==> config.mk <==
export PLATFORM = sky130hd
export DESIGN_NAME = uart_rx_flat
export DESIGN_NICKNAME = d
export VERILOG_FILES = /design/src/rtl/uart_pkg.sv /design/src/rtl/uart_rx_if.sv /design/src/rtl/uart_baud_cnt.sv /design/src/rtl/uart_rx.sv /design/src/flat_wrapper.sv
export SDC_FILE = /design/constraint.sdc
export NUM_CORES = 1
export LEC_CHECK = 0
export ABC_CLOCK_PERIOD_IN_PS = 7900
export CAP_MARGIN = 10
export CORE_UTILIZATION = 61
export DETAILED_ROUTE_END_ITERATION = 12
export PLACE_DENSITY_LB_ADDON = 0.3
export SLEW_MARGIN = 25
export SYNTH_ARGS = -nofsm -noshare
export SYNTH_HDL_FRONTEND = slang
export SYNTH_SLANG_ARGS = --single-unit
==> constraint.sdc <==
create_clock -name clk -period 7.9 [get_ports clk]
set_input_delay 1.58 -clock clk [delete_from_list [all_inputs] [get_ports clk]]
set_output_delay 1.58 -clock clk [all_outputs]
set_load 0.05 [all_outputs]
==> src/rtl/uart_pkg.sv <==
// Shared UART definitions: receiver state encoding and framing constants.
package uart_pkg;

    localparam int UART_DBITS   = 8;
    localparam int UART_MIN_DIV = 4;

    typedef enum logic [2:0] {
        IDLE,
        START,
        DATA,
        PARITY,
        STOP
    } uart_state_e;

endpackage

==> src/rtl/uart_rx_if.sv <==
// Register-block side of the UART receiver: read/clear strobes, holding register and status flags.
interface uart_rx_if;

    logic       rx_rd;
    logic       err_clr;
    logic [7:0] rx_data;
    logic       rx_rdy;
    logic       rx_busy;
    logic       frm_err;
    logic       ovr_err;
    logic       par_err;

    modport master (
        output rx_rd, err_clr,
        input  rx_data, rx_rdy, rx_busy, frm_err, ovr_err, par_err
    );

    modport slave (
        input  rx_rd, err_clr,
        output rx_data, rx_rdy, rx_busy, frm_err, ovr_err, par_err
    );

endinterface

==> src/rtl/uart_baud_cnt.sv <==
// Loadable bit-period down-counter with divider clamp; tick is a single-cycle pulse at count 0.
module uart_baud_cnt
    import uart_pkg::*;
#(
    parameter int XLEN = 32
) (
    input  logic            clk,
    input  logic            rst_n,
    input  logic            clr,
    input  logic            load,
    input  logic            half,
    input  logic [XLEN-1:0] div,
    output logic            tick
);

    function automatic logic [XLEN-1:0] clamp_div(input logic [XLEN-1:0] d);
        return (d < XLEN'(UART_MIN_DIV)) ? XLEN'(UART_MIN_DIV) : d;
    endfunction

    logic [XLEN-1:0] cnt;
    logic [XLEN-1:0] period;
    logic [XLEN-1:0] load_val;
    logic            armed;

    assign period   = clamp_div(div);
    assign load_val = half ? (period >> 1) : period;
    assign tick     = armed && (cnt == '0);

    // Loading V stores V-1 so the tick lands on the V-th following cycle.
    always_ff @(posedge clk or negedge rst_n) begin
        if (!rst_n) begin
            cnt   <= '0;
            armed <= 1'b0;
        end else if (clr) begin
            cnt   <= '0;
            armed <= 1'b0;
        end else if (load) begin
            cnt   <= load_val - XLEN'(1);
            armed <= 1'b1;
        end else if (armed) begin
            if (cnt == '0) armed <= 1'b0;
            else           cnt   <= cnt - XLEN'(1);
        end
    end

endmodule

==> src/rtl/uart_rx.sv <==
// UART receiver: synchronizer, deframing FSM, shift register and one-deep holding register.
// Optional parity checking is compiled in with UART_RX_PARITY_EN.
module uart_rx
    import uart_pkg::*;
#(
    parameter int XLEN = 32
) (
    input  logic            clk,
    input  logic            rst_n,
    input  logic            uart_en,
    input  logic [XLEN-1:0] refclk_st,
    input  logic            rxd,
`ifdef UART_RX_PARITY_EN
    input  logic            par_odd,
`endif
    uart_rx_if.slave        bus
);

    logic                  rxd_p0, rxd_s;
    uart_state_e           state, state_nxt;
    logic                  tick, cnt_load, cnt_half, shift_en, bit_clr, done;
    logic [2:0]            bit_idx;
    logic [UART_DBITS-1:0] shift;
    logic [7:0]            data_q;
    logic                  rdy_q, frm_q, ovr_q;
    logic                  accept, overrun;

    // Input synchronizer
    always_ff @(posedge clk or negedge rst_n) begin
        if (!rst_n) begin
            rxd_p0 <= 1'b1;
            rxd_s  <= 1'b1;
        end else begin
            rxd_p0 <= rxd;
            rxd_s  <= rxd_p0;
        end
    end

    uart_baud_cnt #(.XLEN(XLEN)) u_baud_cnt (
        .clk   (clk),
        .rst_n (rst_n),
        .clr   (~uart_en),
        .load  (cnt_load),
        .half  (cnt_half),
        .div   (refclk_st),
        .tick  (tick)
    );

    always_ff @(posedge clk or negedge rst_n) begin
        if (!rst_n)        state <= IDLE;
        else if (!uart_en) state <= IDLE;
        else               state <= state_nxt;
    end

`ifdef UART_RX_PARITY_EN
    logic par_chk, par_bad, par_q;
`endif

    always_comb begin
        state_nxt = state;
        cnt_load  = 1'b0;
        cnt_half  = 1'b0;
        shift_en  = 1'b0;
        bit_clr   = 1'b0;
        done      = 1'b0;
`ifdef UART_RX_PARITY_EN
        par_chk   = 1'b0;
`endif
        case (state)
            IDLE: begin
                if (!rxd_s) begin
                    cnt_load  = 1'b1;
                    cnt_half  = 1'b1;
                    state_nxt = START;
                end
            end
            START: begin
                if (tick) begin
                    if (rxd_s) begin
                        state_nxt = IDLE;
                    end else begin
                        cnt_load  = 1'b1;
                        bit_clr   = 1'b1;
                        state_nxt = DATA;
                    end
                end
            end
            DATA: begin
                if (tick) begin
                    shift_en = 1'b1;
                    cnt_load = 1'b1;
                    if (bit_idx == 3'(UART_DBITS - 1)) begin
`ifdef UART_RX_PARITY_EN
                        state_nxt = PARITY;
`else
                        state_nxt = STOP;
`endif
                    end
                end
            end
`ifdef UART_RX_PARITY_EN
            PARITY: begin
                if (tick) begin
                    par_chk   = 1'b1;
                    cnt_load  = 1'b1;
                    state_nxt = STOP;
                end
            end
`endif
            STOP: begin
                // Completing mid-stop-bit leaves half a bit to resynchronise on the next start edge.
                if (tick) begin
                    done      = 1'b1;
                    state_nxt = IDLE;
                end
            end
            default: state_nxt = IDLE;
        endcase
    end

    always_ff @(posedge clk or negedge rst_n) begin
        if (!rst_n) begin
            bit_idx <= '0;
            shift   <= '0;
        end else if (bit_clr) begin
            bit_idx <= '0;
        end else if (shift_en) begin
            bit_idx <= bit_idx + 3'd1;
            shift   <= {rxd_s, shift[UART_DBITS-1:1]};
        end
    end

    // Holding register and sticky flags
    assign accept  = uart_en && done && (!rdy_q || bus.rx_rd);
    assign overrun = uart_en && done && rdy_q && !bus.rx_rd;

    always_ff @(posedge clk or negedge rst_n) begin
        if (!rst_n)      data_q <= '0;
        else if (accept) data_q <= shift;
    end

    always_ff @(posedge clk or negedge rst_n) begin
        if (!rst_n) begin
            rdy_q <= 1'b0;
            frm_q <= 1'b0;
            ovr_q <= 1'b0;
        end else if (!uart_en) begin
            rdy_q <= 1'b0;
            frm_q <= 1'b0;
            ovr_q <= 1'b0;
        end else begin
            if (accept)           rdy_q <= 1'b1;
            else if (bus.rx_rd)   rdy_q <= 1'b0;
            if (accept && !rxd_s) frm_q <= 1'b1;
            else if (bus.err_clr) frm_q <= 1'b0;
            if (overrun)          ovr_q <= 1'b1;
            else if (bus.err_clr) ovr_q <= 1'b0;
        end
    end

`ifdef UART_RX_PARITY_EN
    always_ff @(posedge clk or negedge rst_n) begin
        if (!rst_n)       par_bad <= 1'b0;
        else if (par_chk) par_bad <= rxd_s ^ (^shift) ^ par_odd;
    end

    always_ff @(posedge clk or negedge rst_n) begin
        if (!rst_n)                  par_q <= 1'b0;
        else if (!uart_en)           par_q <= 1'b0;
        else if (accept && par_bad)  par_q <= 1'b1;
        else if (bus.err_clr)        par_q <= 1'b0;
    end

    assign bus.par_err = par_q;
`else
    assign bus.par_err = 1'b0;
`endif

    assign bus.rx_data = data_q;
    assign bus.rx_rdy  = rdy_q;
    assign bus.rx_busy = (state != IDLE);
    assign bus.frm_err = frm_q;
    assign bus.ovr_err = ovr_q;

endmodule

==> src/flat_wrapper.sv <==
// flat-port wrapper written by rule: the top's interface ports become plain ports
module uart_rx_flat import uart_pkg::*;
#(
    parameter int XLEN = 32
)
  (clk, rst_n, uart_en, refclk_st, rxd, bus_rx_rd, bus_err_clr, bus_rx_data, bus_rx_rdy, bus_rx_busy, bus_frm_err, bus_ovr_err, bus_par_err);
  uart_rx_if bus_i ();
  input  logic clk;
  input  logic rst_n;
  input  logic uart_en;
  input  logic [XLEN-1:0] refclk_st;
  input  logic rxd;
  input wire logic [$bits(bus_i.rx_rd)-1:0] bus_rx_rd;
  input wire logic [$bits(bus_i.err_clr)-1:0] bus_err_clr;
  output wire logic [$bits(bus_i.rx_data)-1:0] bus_rx_data;
  output wire logic [$bits(bus_i.rx_rdy)-1:0] bus_rx_rdy;
  output wire logic [$bits(bus_i.rx_busy)-1:0] bus_rx_busy;
  output wire logic [$bits(bus_i.frm_err)-1:0] bus_frm_err;
  output wire logic [$bits(bus_i.ovr_err)-1:0] bus_ovr_err;
  output wire logic [$bits(bus_i.par_err)-1:0] bus_par_err;
  assign bus_i.rx_rd = bus_rx_rd;
  assign bus_i.err_clr = bus_err_clr;
  assign bus_rx_data = bus_i.rx_data;
  assign bus_rx_rdy = bus_i.rx_rdy;
  assign bus_rx_busy = bus_i.rx_busy;
  assign bus_frm_err = bus_i.frm_err;
  assign bus_ovr_err = bus_i.ovr_err;
  assign bus_par_err = bus_i.par_err;
  uart_rx #(.XLEN(XLEN)) u_core (.clk(clk), .rst_n(rst_n), .uart_en(uart_en), .refclk_st(refclk_st), .rxd(rxd), .bus(bus_i));
endmodule
Word-level counts from Yosys, hierarchy flattened
Index checks and enable logic that the tools add are counted.
Widths: inputs -> output; s select.
Word-level totals
  output and inout bits: 13
  word-level logic and storage cells: 83
  flip-flop bits (word level): 60
Cells by class
  add/sub/neg operators: 3
  equality and inequality tests: 14
  bitwise gates (word level): 1
  order comparisons: 1
  reductions and logical operators: 17
  muxes and demuxes: 36
Operators by type and width (number)
  $mux 32: 6
  $sub 32x1->32 const B: 2
  $logic_not 32->1: 1
  $lt 32x3->1 const B: 1
  $mux 3: 8
  $mux 1: 19
  $ne 3x2->1 const B: 5
  $ne 3x1->1 const B: 4
  $pmux 3 s4: 1
  $eq 3x3->1 const B: 2
  $logic_and 1x1->1: 6
  $reduce_and 5->1: 1
  $reduce_and 2->1: 2
  $add 3x1->3 const B: 1
  $eq 3x1->1 const B: 1
  $eq 3x2->1 const B: 1
  $logic_not 1->1: 3
  $logic_not 3->1: 1
  $ne 3x3->1 const B: 1
  $pmux 1 s3: 1
  $reduce_bool 3->1: 1
  $mux 2: 1
  $reduce_bool 2->1: 1
  $logic_or 1x1->1: 1
  $not 1->1: 1

Logic depth before layout (Yosys ltp)
  depth after elaboration: 9
  depth in mapped cells: 13
  gate-level depth less buffers: 10

Hierarchy
From an unflattened synthesis, not the netlist that was laid out.
Second synthesis, totals
  cells, all modules: 407
  area total of the unflattened synthesis: 4002.6 µm²
By module, submodules not included
  uart_baud_cnt: cells an instance 317, instances 1, area each 2788.9 µm²
  uart_rx: cells an instance 90, instances 1, area each 1213.7 µm²

Least setup slack after synthesis
OpenSTA, ideal clock, no wires.
  path kind: input to register
  from: input refclk_st[9]
  to: register u_core.u_baud_cnt.cnt[24]
  library setup time: 0.122 ns
  arrival: 4.230 ns
  setup slack: 3.548 ns
  stages on the path: 10
  path buffers: 0
  cell sequence: nor4_1 > and4_1 > a22o_1 > a21oi_1 > a31oi_1 > ha_1 > o21ai_1 > or3_1 > or4b_1 > a32o_1
On the way
  word-level cells in the longest chain between the ends: 6
RTL lines
  start: declaration: RTL line flat_wrapper.sv:11  | input logic [XLEN-1:0] refclk_st;
  $lt 32x3->1: RTL line uart_baud_cnt.sv:17  | return (d < XLEN'(UART_MIN_DIV)) ? XLEN'(UART_MIN_DIV) : d;
  $mux 32 *: RTL line uart_baud_cnt.sv:17
  $mux 32 *: RTL line uart_baud_cnt.sv:26  | assign load_val = half ? (period >> 1) : period;
  $sub 32x1->32 *: RTL line uart_baud_cnt.sv:38  | cnt <= load_val - XLEN'(1);
  $mux 32 *: RTL line uart_baud_cnt.sv:37  | end else if (load) begin
  $mux 32 *: RTL line uart_baud_cnt.sv:34  | end else if (clr) begin
  end signal: assignment: RTL line uart_baud_cnt.sv:38
  end signal: assignment: RTL line uart_baud_cnt.sv:42  | else cnt <= cnt - XLEN'(1);
  end: declaration: RTL line uart_baud_cnt.sv:20  | logic [XLEN-1:0] cnt;
Mark *: on every way between the ends. The rest lies on a longest branch, timed or not.
A chain may end at the register's enable or synchronous reset.

Worst setup path after layout
Ends and elaborated chain as after synthesis.

==> flow_summary_export.csv <==
group,metric,value,unit
power_and_ir_drop,clkPwrFrac,0.294,
power_and_ir_drop,p_per_area,178,nW/um^2
place,dp_hpwl,8850,um
clock_network,clockBufferDepth,2,
run_status,outcome,"finished clean",
route,dr_wl_met3,1230,um
global_routing,grt_usage,0.370,
sta,hold_ws,0.368,ns
route,route.vias.total,4279,
critical_path,startpoint_type,"primary input",
power_and_ir_drop,peakVddDrop,0.136,mV
sta,setup_viol,0,
route,drc_errors,0,
route,first_pass_iters,5,
route,top_layer,"met4",
min_path,worstHoldStart,"u_core.rxd_p0",
critical_path,arrival,5.45,ns
sta,worst_pin_slew,0.871,ns
place,globalplace.congestion,1.00,
layout,fillerInstances,461,
route,via_per_inst,7.14,
sta,report.final.slew_viol_count,0,
global_routing,grt_antenna_before_repair,0,
clock_network,clk_pin_slew,0.08,ns
critical_path,timing.rr.end,"u_core.u_baud_cnt.cnt[24]",
synthesis,synth_area_leaders,"dfrtp_1 (34%), nand2_1 (4.9%), mux2_2 (4.8%)",
job,maxCapViolCount,0,
layout,antenna_cells,0,
route,wire_per_inst,21.3,um
synthesis,synthFlopType,"dfrtp_1",
critical_path,r2r-start,"u_core.u_baud_cnt.cnt[5]",
power_and_ir_drop,p_int,0.543,mW
synthesis,synth_cell_type_count,71,
synthesis,seq_area_frac_synth,0.356,
synthesis,synth_area,4220,sq um
synthesis,async_reset_ff_frac,1.00,
clock_network,cts_hold_buf,0,
route,route.layer.met1.wl,5290,um
route,first_iter_violations,510,
synthesis,synth_top_area_cell,"dfrtp_1",
critical_path,worstSetupPathType,"primary input to flip-flop",
synthesis,synthesis.nets,525,
route,ant_nets,0,
critical_path,critPathMaxFanout,6,
clock_network,clk_latency,0.35,ns
floorplanning,die_h,85.2,um
clock_network,root_buffer,"clkbuf_8",
floorplanning,row_count,29,
route,totalWireLength,12800,um
clock_network,cts_tree,"yes",
route,wl_met2,5850,um
global_routing,grt-ovfl-total,0,
critical_path,end_kind,"flip-flop",
layout,final_nets,558,
clock_network,cts_setup_buffers,0,
synthesis,yosysTopAreaCellShare,0.344,
place,numPortBuffers,49,
floorplanning,start_util,0.650,
layout,post-route-util,0.751,
critical_path,r2r_slack,3.73,ns
sta,slew-limit-headroom,0.419,
layout,drive_gt1_frac,0.102,
floorplanning,fp.coreArea,6490,sq um
min_path,min_to,"u_core.rxd_s",
min_path,min_path_cells,0,
critical_path,critPathLaunch,"refclk_st[9]",
clock_network,htreeDepth,3,
sta,fmax,192,MHz
floorplanning,die_x,85.2,um
power_and_ir_drop,p_leak,2.01,nW
sta,tns,0,ns
global_routing,grt_pass1_vias,4078,
synthesis,syn_area_per_cell,8.72,sq um
place,dp.cells,583,
layout,instances_no_fill,599,
sta,clock_skew,0.0121,ns
power_and_ir_drop,power.switching,0.327,mW
power_and_ir_drop,sw_frac_of_total,0.376,
synthesis,synth.yosys.warnings,0,
sta,finalCriticalPeriod,5.20,ns
critical_path,r2r_cells,9,
power_and_ir_drop,power.share.sequential,0.408,
sta,period_share,0.658,
layout,area_growth,15.6,%
sta,rsz0062_at_grt,"no",
sta,final_hold_viol_count,0,
global_routing,grt_pass1_wl,20500,um
power_and_ir_drop,p_comb_frac,0.297,
clock_network,cts_made_buffers,9,
clock_network,clock_sinks,60,
critical_path,cp.required,8.15,ns
synthesis,synth_edf_count,0,
synthesis,synthCells,484,
global_routing,grt_max_degree,61,
synthesis,ys_ff_latch,60,
clock_network,ctsResizeCount,0,
floorplanning,ioPinCount,51,
min_path,hold_path.class,"flip-flop to flip-flop",
floorplanning,die_area,7250,sq um
registers in the layout, summed over array words and instances, names as in the netlist:
register,flops
u_core.rxd_p0,1
u_core.u_baud_cnt.armed,1
u_core.u_baud_cnt.cnt,32
u_core.bus.rx_data,8
u_core.shift,8
u_core.state,3
u_core.bus.frm_err,1
u_core.bus.ovr_err,1
u_core.bus.rx_rdy,1
u_core.bit_idx,3
u_core.rxd_s,1
area by class of cell:
type | instances | area, sq um | area share
repair buffers | 53 | 515 | 0.106
well taps | 77 | 96.3 | 0.0197
flip-flops and latches | 60 | 1500 | 0.308
clock buffers | 9 | 124 | 0.0254
multi-input cells | 385 | 2560 | 0.524
clock inverters | 7 | 52.6 | 0.0108
inverters | 8 | 30.0 | 0.00615
cell usage after synthesis (all sizes together), types with 3 or more instances:
| cell | n |
|---|---|
| dfrtp | 58 |
| nand2 | 55 |
| nor2 | 45 |
| a21oi | 27 |
| o21ai | 24 |
| nor4 | 19 |
| mux2 | 18 |
| clkbuf | 16 |
| nor3 | 16 |
| buf | 15 |
| nand3 | 15 |
| a211oi | 14 |
| or3 | 12 |
| xnor2 | 12 |
| nand4 | 8 |
| a22o | 7 |
| a31oi | 7 |
| inv | 7 |
| a211o | 6 |
| o2111ai | 6 |
| o31ai | 6 |
| a21o | 5 |
| and4 | 5 |
| mux2i | 5 |
| o211ai | 5 |
| or4 | 5 |
| a221oi | 4 |
| and2 | 4 |
| o41ai | 4 |
| a32o | 3 |
| and3 | 3 |
| ha | 3 |
| nand3b | 3 |
| nor3b | 3 |
| o2bb2ai | 3 |
power groups by stage:
stage / registers (mW) / logic (mW) / clock network, mW
2_1_floorplan: 0.351 / 0.177 / 0
3_3_place_gp: 0.359 / 0.248 / 0
3_5_place_dp: 0.360 / 0.251 / 0
4_1_cts: 0.354 / 0.253 / 0.257
5_1_grt: 0.358 / 0.282 / 0.269
6_report: 0.355 / 0.259 / 0.256
cell usage in the layout (no fill, tap or decap), types with 6 or more instances in the layout:
cell type / instances
nor3_1: 15
a21oi_1: 27
o2111ai_1: 6
xnor2_1: 12
clkbuf_8: 9
nand3_1: 14
a31oi_1: 7
nor2_1: 45
a22o_1: 7
or3_1: 12
a211oi_1: 14
inv_1: 7
o21ai_0: 22
nor4_1: 13
nand4_1: 8
mux2_2: 18
clkdlybuf4s50_1: 48
a211o_1: 6
nand2_1: 55
o31ai_1: 6
dfrtp_1: 58
worst max path at each step:
stage	end
floorplan	u_core.u_baud_cnt.cnt[24]
global placement	u_core.u_baud_cnt.cnt[24]
detailed placement	u_core.u_baud_cnt.cnt[24]
CTS	u_core.u_baud_cnt.cnt[24]
global route	u_core.u_baud_cnt.cnt[24]
finish	u_core.u_baud_cnt.cnt[24]
critical path, cell delays in order:
cell and delay [ns]:
clkdlybuf4s50_1 0.46, nor4_1 0.76, and4_1 0.40, a22o_1 0.20, a21oi_1 0.05, a31oi_1 0.26, ha_1 0.29, o21ai_1 0.19
or3_1 0.47, or4b_1 0.53, a32o_1 0.25
metrics by stage:
stage	worst slack, ns	total power [mW]	instance area, sq um
5_1_grt	2.49	0.909	4880
2_1_floorplan	3.55	0.528	4220
4_1_cts	2.81	0.864	4880
3_3_place_gp	2.53	0.607	4700
3_5_place_dp	2.45	0.611	4700
6_report	2.70	0.870	4880
cells by family after synthesis:
logic type                 count (synthesis)  share of synthesized area
xor gates and xnor gates                  13                     0.0270
DFF                                       60                      0.356
adders and majority gates                  3                    0.00890
other                                      1                   0.000889
muxes                                     23                     0.0599
buffers and inverters                     39                     0.0424
AOI/OAI and AO/OA                        142                      0.243
and+or+nand+nor                          203                      0.261
routing by layer:
layer | vias to the layer above | GRT usage
li1 | 1918 | -
met5 | - | 0
met4 | 0 | 0.157
met2 | 290 | 0.583
met1 | 2029 | 0.492
met3 | 42 | 0.0846
Note: power is estimated with default switching activity, not from simulation.
